--- config.mk ---
export PLATFORM = sky130hd
export DESIGN_NAME = dehaze_seq_ctrl
export DESIGN_NICKNAME = d
export VERILOG_FILES = /design/src/rtl/dehaze_seq_ctrl.sv
export SDC_FILE = /design/constraint.sdc
export NUM_CORES = 1
export LEC_CHECK = 0
export CORE_MARGIN = 4
export CORE_UTILIZATION = 53
export CTS_BUF_LIST = sky130_fd_sc_hd__clkbuf_4
export CTS_CLUSTER_SIZE = 20
export DETAILED_ROUTE_END_ITERATION = 12
export PLACE_DENSITY = 0.89
export SYNTH_ARGS = -nofsm -noshare
export SYNTH_HDL_FRONTEND = slang
export SYNTH_SLANG_ARGS = --single-unit
export TNS_END_PERCENT = 1
--- constraint.sdc ---
create_clock -name clk -period 2.05 [get_ports clk]
set_input_delay 0.41 -clock clk [delete_from_list [all_inputs] [get_ports clk]]
set_output_delay 0.41 -clock clk [all_outputs]
set_load 0.1 [all_outputs]
--- src/rtl/dehaze_seq_ctrl.sv ---
// Frame sequencer for the dehazer datapath: pixel-tick generation, image
// memory walk, window buffer strobes, window-centre tagging and output
// latency tracking, all on one clock with a clock-enable tick.
//
// state   | meaning
// --------+-------------------------------------------------------------
// S_IDLE  | waiting for start
// S_FILL  | reading pixels, window buffer not yet holding a full window
// S_RUN   | reading pixels and producing window centres
// S_DRAIN | memory exhausted, shifting zero padding to finish the windows
// S_FLUSH | waiting for the algorithm pipeline to deliver the last pixel
// S_DONE  | one-cycle end-of-frame pulse
module dehaze_seq_ctrl #(
    parameter int IMG_W    = 128,
    parameter int IMG_H    = 128,
    parameter int ADDR_W   = 14,
    parameter int CLK_DIV  = 4,
    parameter int WIN      = 3,
    parameter int PIPE_LAT = 3
) (
    input  logic                       clk,
    input  logic                       rst,
    input  logic                       start,
    input  logic                       hold,
    output logic                       tick,
    output logic                       mem_en,
    output logic [ADDR_W-1:0]          mem_addr,
    output logic                       buf_shift,
    output logic                       buf_pad,
    output logic                       win_valid,
    output logic [$clog2(IMG_H)-1:0]   row,
    output logic [$clog2(IMG_W)-1:0]   col,
    output logic                       alg_en,
    output logic                       out_valid,
    output logic                       busy,
    output logic                       done
);

    localparam int HALF  = WIN / 2;
    localparam int N     = IMG_W * IMG_H;
    localparam int F     = IMG_W * HALF + HALF;
    localparam int TOTAL = N + F + PIPE_LAT;
    localparam int TW    = $clog2(TOTAL + 1);
    localparam int DW    = (CLK_DIV > 1) ? $clog2(CLK_DIV) : 1;
    localparam int OW    = $clog2(N + 1);
    localparam int RW    = $clog2(IMG_H);
    localparam int CW    = $clog2(IMG_W);

    localparam logic [TW-1:0] T_F    = TW'(F);
    localparam logic [TW-1:0] T_F1   = TW'(F - 1);
    localparam logic [TW-1:0] T_N    = TW'(N);
    localparam logic [TW-1:0] T_N1   = TW'(N - 1);
    localparam logic [TW-1:0] T_NF   = TW'(N + F);
    localparam logic [TW-1:0] T_NF1  = TW'(N + F - 1);
    localparam logic [TW-1:0] T_OF   = TW'(F + PIPE_LAT);
    localparam logic [TW-1:0] T_END  = TW'(TOTAL);
    localparam logic [DW-1:0] DIV_LAST = DW'(CLK_DIV - 1);
    localparam logic [OW-1:0] O_LAST   = OW'(N - 1);
    localparam logic [CW-1:0] COL_LAST = CW'(IMG_W - 1);

    typedef enum logic [2:0] {
        S_IDLE, S_FILL, S_RUN, S_DRAIN, S_FLUSH, S_DONE
    } state_t;

    state_t          state, state_nx;
    logic [DW-1:0]   div_cnt;
    logic [TW-1:0]   t_cnt;
    logic [OW-1:0]   out_cnt;
    logic [ADDR_W-1:0] addr_q;
    logic [RW-1:0]   wr_row, s1_row;
    logic [CW-1:0]   wr_col, s1_col;
    logic            s1_win, s1_out;
    logic            active, tick_en, accept, win_tick, out_tick;

    // Tick generation and read strobes; ticks stop once the frame's quota is used.
    always_comb begin
        active   = (state != S_IDLE) && (state != S_DONE);
        tick_en  = active && (t_cnt != T_END);
        tick     = tick_en && !hold && (div_cnt == DIV_LAST);
        mem_en   = tick && (t_cnt < T_N);
        mem_addr = mem_en ? ADDR_W'(t_cnt) : addr_q;
        busy     = active;
        done     = (state == S_DONE);
        accept   = (state == S_IDLE) && start;
        win_tick = tick && (t_cnt >= T_F) && (t_cnt < T_NF);
        out_tick = tick && (t_cnt >= T_OF);
    end

    // Next-state logic driven by tick index and delivered output count.
    always_comb begin
        state_nx = state;
        case (state)
            S_IDLE:  if (start) state_nx = S_FILL;
            S_FILL:  if (tick && t_cnt == T_F1) state_nx = S_RUN;
            S_RUN:   if (tick && t_cnt == T_N1) state_nx = S_DRAIN;
            S_DRAIN: if (tick && t_cnt == T_NF1) state_nx = S_FLUSH;
            S_FLUSH: if (out_valid && out_cnt == O_LAST) state_nx = S_DONE;
            S_DONE:  state_nx = S_IDLE;
            default: state_nx = S_IDLE;
        endcase
    end

    // State register.
    always_ff @(posedge clk) begin
        if (rst) state <= S_IDLE;
        else     state <= state_nx;
    end

    // Divider, tick index, read address, output count and centre coordinates.
    always_ff @(posedge clk) begin
        if (rst) begin
            div_cnt <= '0;
            t_cnt   <= '0;
            out_cnt <= '0;
            addr_q  <= '0;
            wr_row  <= '0;
            wr_col  <= '0;
        end else if (accept) begin
            div_cnt <= '0;
            t_cnt   <= '0;
            out_cnt <= '0;
            wr_row  <= '0;
            wr_col  <= '0;
        end else begin
            if (tick_en && !hold)
                div_cnt <= (div_cnt == DIV_LAST) ? '0 : div_cnt + DW'(1);
            if (tick)
                t_cnt <= t_cnt + TW'(1);
            if (mem_en)
                addr_q <= ADDR_W'(t_cnt);
            if (out_valid)
                out_cnt <= out_cnt + OW'(1);
            if (win_tick) begin
                if (wr_col == COL_LAST) begin
                    wr_col <= '0;
                    wr_row <= wr_row + RW'(1);
                end else begin
                    wr_col <= wr_col + CW'(1);
                end
            end
        end
    end

    // Two-stage strobe pipeline; runs every clk so hold never cancels a strobe in flight.
    always_ff @(posedge clk) begin
        if (rst) begin
            buf_shift <= 1'b0;
            buf_pad   <= 1'b0;
            s1_win    <= 1'b0;
            s1_out    <= 1'b0;
            s1_row    <= '0;
            s1_col    <= '0;
            win_valid <= 1'b0;
            out_valid <= 1'b0;
            row       <= '0;
            col       <= '0;
            alg_en    <= 1'b0;
        end else begin
            buf_shift <= tick && (t_cnt < T_NF);
            buf_pad   <= tick && (t_cnt >= T_N) && (t_cnt < T_NF);
            s1_win    <= win_tick;
            s1_out    <= out_tick;
            if (win_tick) begin
                s1_row <= wr_row;
                s1_col <= wr_col;
            end
            win_valid <= s1_win;
            out_valid <= s1_out;
            if (s1_win) begin
                row <= s1_row;
                col <= s1_col;
            end
            if (state_nx == S_DONE)
                alg_en <= 1'b0;
            else if (s1_win)
                alg_en <= 1'b1;
        end
    end

endmodule
==> out/metrics.cfg <==
[cts]
numClockSinks = 98
clk_pin_slew_ns = 0.16
ctsRootBufferMaster = clkbuf_4
hold_buffers = 0
clock_path_buffers = 2
insertion_delay_ns = 0.46
tritoncts = yes
numCtsBuffers = 9
ctsHtreeMaxLevel = 3

[sta]
hold_violations = 0
hold_slack_ns = 0.4578
finalWorstSetupSlack_ns = -0.6844
setup_viol = 65
rsz0062_at_grt = true
fmax_mhz = 365.7
worst_pin_slew_ns = 0.6226
slew_headroom = 0.5831
slew_viol_final = 0
min_period_ns = 2.734
skew_ns = 0.02479
period_share = 1.334

[logic_synthesis]
yosys.area.top_type_share = 0.4512
yosys.area_share.xor_xnor = 0.04432
syn_area_um2 = 4348
ys_ff_latch = 98
synthTopCellsByCount = 98 x dfxtp_1, 58 x nor2_1, 30 x a21oi_1
async_reset_ff_frac = 0
ys.flop_type = dfxtp_1
synth_simple_gate_area_share = 0.2423
yosysMostFrequentCell = dfxtp_1
synth_top_cell_by_area = dfxtp_1
avgSynthCellArea_um2 = 8.965
synth_area_leaders = dfxtp_1 45%, mux2i_1 5.3%, nor2_1 5.0%
synth_compound_area_frac = 0.1119
muxShareOfSynthArea = 0.08921
ys_types = 51
syn-num-nets = 496
synthAdderAreaFrac = 0.02014
yosysSeqAreaShare = 0.4512
synth_top_family_by_area = simple AND/OR/NAND/NOR gates
ys_warn_count = 0
syn_inst = 485
synth-edff-count = 0

[power]
p_int_w = 0.002345
pwr_density_cell_nw_per_um2 = 550.3
sequentialPowerShare = 0.612
p_leak_nw = 2.131
ir_drop_mv = 0.3014
swShare = 0.2489
p_comb_frac = 0.039
p_clk_frac = 0.349
switchingPower_w = 0.0007770

[worst_setup_path]
cp_data_required_time_ns = 1.64
crit_buf_inv = 3
r2r_cells = 10
critPathTopFamily = simple AND/OR/NAND/NOR gates
r2r_start = t_cnt[1]$_SDFFE_PP0P_
worstReg2RegEnd = wr_col[4]$_SDFFE_PP0P_
worst-setup-path-type = reg2out
worstPathMaxFanout = 2
crit_path_end_kind = output port
arrival_ns = 2.32
startpoint_type = register
r2r_setup_slack_ns = -0.23
cp_slowest_cell = or4_4
path_cells = inv_1 > ha_1 > or4b_4 > or4_4 > nand2_4 > inv_6 > buf_12
slowest_delay_ns = 0.55

[hold_path]
min_path_cells = 1
hold_end = out_valid$_SDFF_PP0_
hp-class = reg2reg
min_from = s1_out$_SDFF_PP0_

[floorplan]
die_h_um = 98.58
start_util = 0.5540
core-area_um2 = 7848
io_pins = 41
die_area_um2 = 9717
dieWidth_um = 98.58
rows = 32

[global_route]
grt_pass1_wl_mm = 18.02
grt_max_degree = 38
grt_antenna_before_repair = 1
overflow = 0
grt_pass1_vias = 3704
grt_usage = 0.2223

[status]
violations = setup timing
status = finished with violations

[layout]
utilization = 0.7229
fin_nets = 574
multi_input_area_um2 = 2354
regArea_um2 = 1967
n_fill_cell = 538
fin_area_um2 = 5673
drive_gt1_frac = 0.2658
synthToLayoutAreaGrowth_pct = 30.47

[placement]
portBuffers = 40
routabilityCongestion = 0.9025
place_area_um2 = 5384
post-dp-hpwl_mm = 7.535

[flow_run]
maxCapViolations = 0

[route]
vias_per_cell = 5.797
via_count = 3890
firstDrtPassIters = 5
route.final.wire_length_mm = 11.02
ant_nets = 0
dr.first_iter.drc_count = 257
wl_per_cell_um = 16.42
drc_errors = 0

==> cell type report <==
cell class | instances | area share
Tap cell | 102 | 0.02250
Timing Repair Buffer | 97 | 0.1800
Inverter | 11 | 0.008822
Multi-Input combinational cell | 346 | 0.4149
Clock inverter | 7 | 0.01478
Antenna cell | 1 | 0.0004411
Clock buffer | 9 | 0.01191
Sequential cell | 98 | 0.3467
==> metal layers <==
metal	routed length, um	up-vias	share of wire	global-route usage
li1	-	1883	-	-
met1	4575	1862	0.42	0.2789
met2	5658	127	0.51	0.3895
met3	586	18	0.053	0.03892
met4	199	0	0.018	0.06723
met5	0	-	0	0
==> flip-flops by register name, summed over array words and instances (netlist names), 2 cells and up <==
register	cells
addr_q	14
col	7
div_cnt	2
out_cnt	15
row	7
s1_col	7
s1_row	7
state	3
t_cnt	15
wr_col	7
wr_row	7
==> metrics by stage <==
| stage | setup TNS [ns] | total power, W | instances | setup WS (ns) |
|---|---|---|---|---|
| after floorplan | -6.652 | 0.002020 | 485 | -0.2572 |
| after global placement | -10.60 | 0.002064 | 653 | -0.2704 |
| after detailed placement | -15.92 | 0.002069 | 653 | -0.3447 |
| after CTS | -10.27 | 0.003128 | 670 | -0.6655 |
| after global routing | -18.72 | 0.003233 | 671 | -0.7251 |
| final | -13.73 | 0.003122 | 671 | -0.6844 |
==> timing repair <==
item                       4_1_cts  5_1_grt
resized for setup               30        3
setup buffers                    1        0
setup endpoints to repair       63       67
pin swaps                        6        4
==> cell families (layout without fill, tap and decap cells) <==
kind of cell / after synthesis / in the layout
adders and majority gates: 7 / 7
muxes: 37 / 37
buffers and inverters: 41 / 124
other: 0 / 1
xor gates and xnor gates: 22 / 22
and+or+nand+nor: 200 / 200
AOI/OAI and AO/OA: 80 / 80
DFF: 98 / 98
==> worst max path at each step <==
stage | from | to | slack (ns) | cells after the start
after global routing | t_cnt[1]$_SDFFE_PP0P_ | tick | -0.73 | 7
after global placement | hold | mem_addr[9] | -0.27 | 7
after floorplan | t_cnt[0]$_SDFFE_PP0P_ | tick | -0.26 | 6
after detailed placement | hold | t_cnt[14]$_SDFFE_PP0P_ | -0.34 | 7
final | t_cnt[1]$_SDFFE_PP0P_ | tick | -0.68 | 7
after CTS | t_cnt[0]$_SDFFE_PP0P_ | tick | -0.67 | 7
==> worst register-to-register path, cell delays in order, from the launching register on <==
cell and delay (ns):
dfxtp_1 0.34, inv_1 0.07, ha_1 0.14, or4b_4 0.47, buf_4 0.17, nor4_4 0.29
buf_4 0.23, a311oi_4 0.08, buf_6 0.16, and3_1 0.16, o21ai_0 0.13
==> power by group through the flow <==
stage	combinational (W)	sequential [W]	clock [W]
3_3_place_gp	0.000113	0.00195	0
3_5_place_dp	0.000118	0.00195	0
5_1_grt	0.000129	0.00191	0.00119
2_1_floorplan	0.0000698	0.00195	0
6_report	0.000121	0.00191	0.00109
4_1_cts	0.000120	0.00191	0.00110
==> cells in the final DEF (no fill, tap or decap), types with 3 or more instances in the layout <==
| cell type | netlist | final |
|---|---|---|
| a21oi_1 | 30 | 30 |
| a31oi_1 | 4 | 4 |
| and2_1 | 18 | 18 |
| and3_1 | 9 | 9 |
| buf_12 | 0 | 21 |
| buf_4 | 2 | 67 |
| buf_6 | 1 | 6 |
| clkbuf_4 | 0 | 9 |
| clkdlybuf4s50_1 | 0 | 3 |
| dfxtp_1 | 98 | 94 |
| dfxtp_2 | 0 | 4 |
| ha_1 | 7 | 6 |
| inv_1 | 9 | 8 |
| inv_6 | 0 | 3 |
| mux2_4 | 0 | 14 |
| mux2i_1 | 23 | 23 |
| nand2_1 | 26 | 23 |
| nand3_1 | 22 | 21 |
| nand4_1 | 12 | 12 |
| nand4b_1 | 3 | 3 |
| nor2_1 | 58 | 57 |
| nor2b_1 | 4 | 3 |
| nor3_1 | 11 | 11 |
| nor4_1 | 10 | 8 |
| o21ai_0 | 25 | 23 |
| o31ai_1 | 5 | 5 |
| or3_1 | 11 | 10 |
| or4_1 | 5 | 4 |
| xnor2_1 | 11 | 11 |
| xor2_1 | 11 | 11 |
No activity file was read; power rests on OpenSTA's default activity.
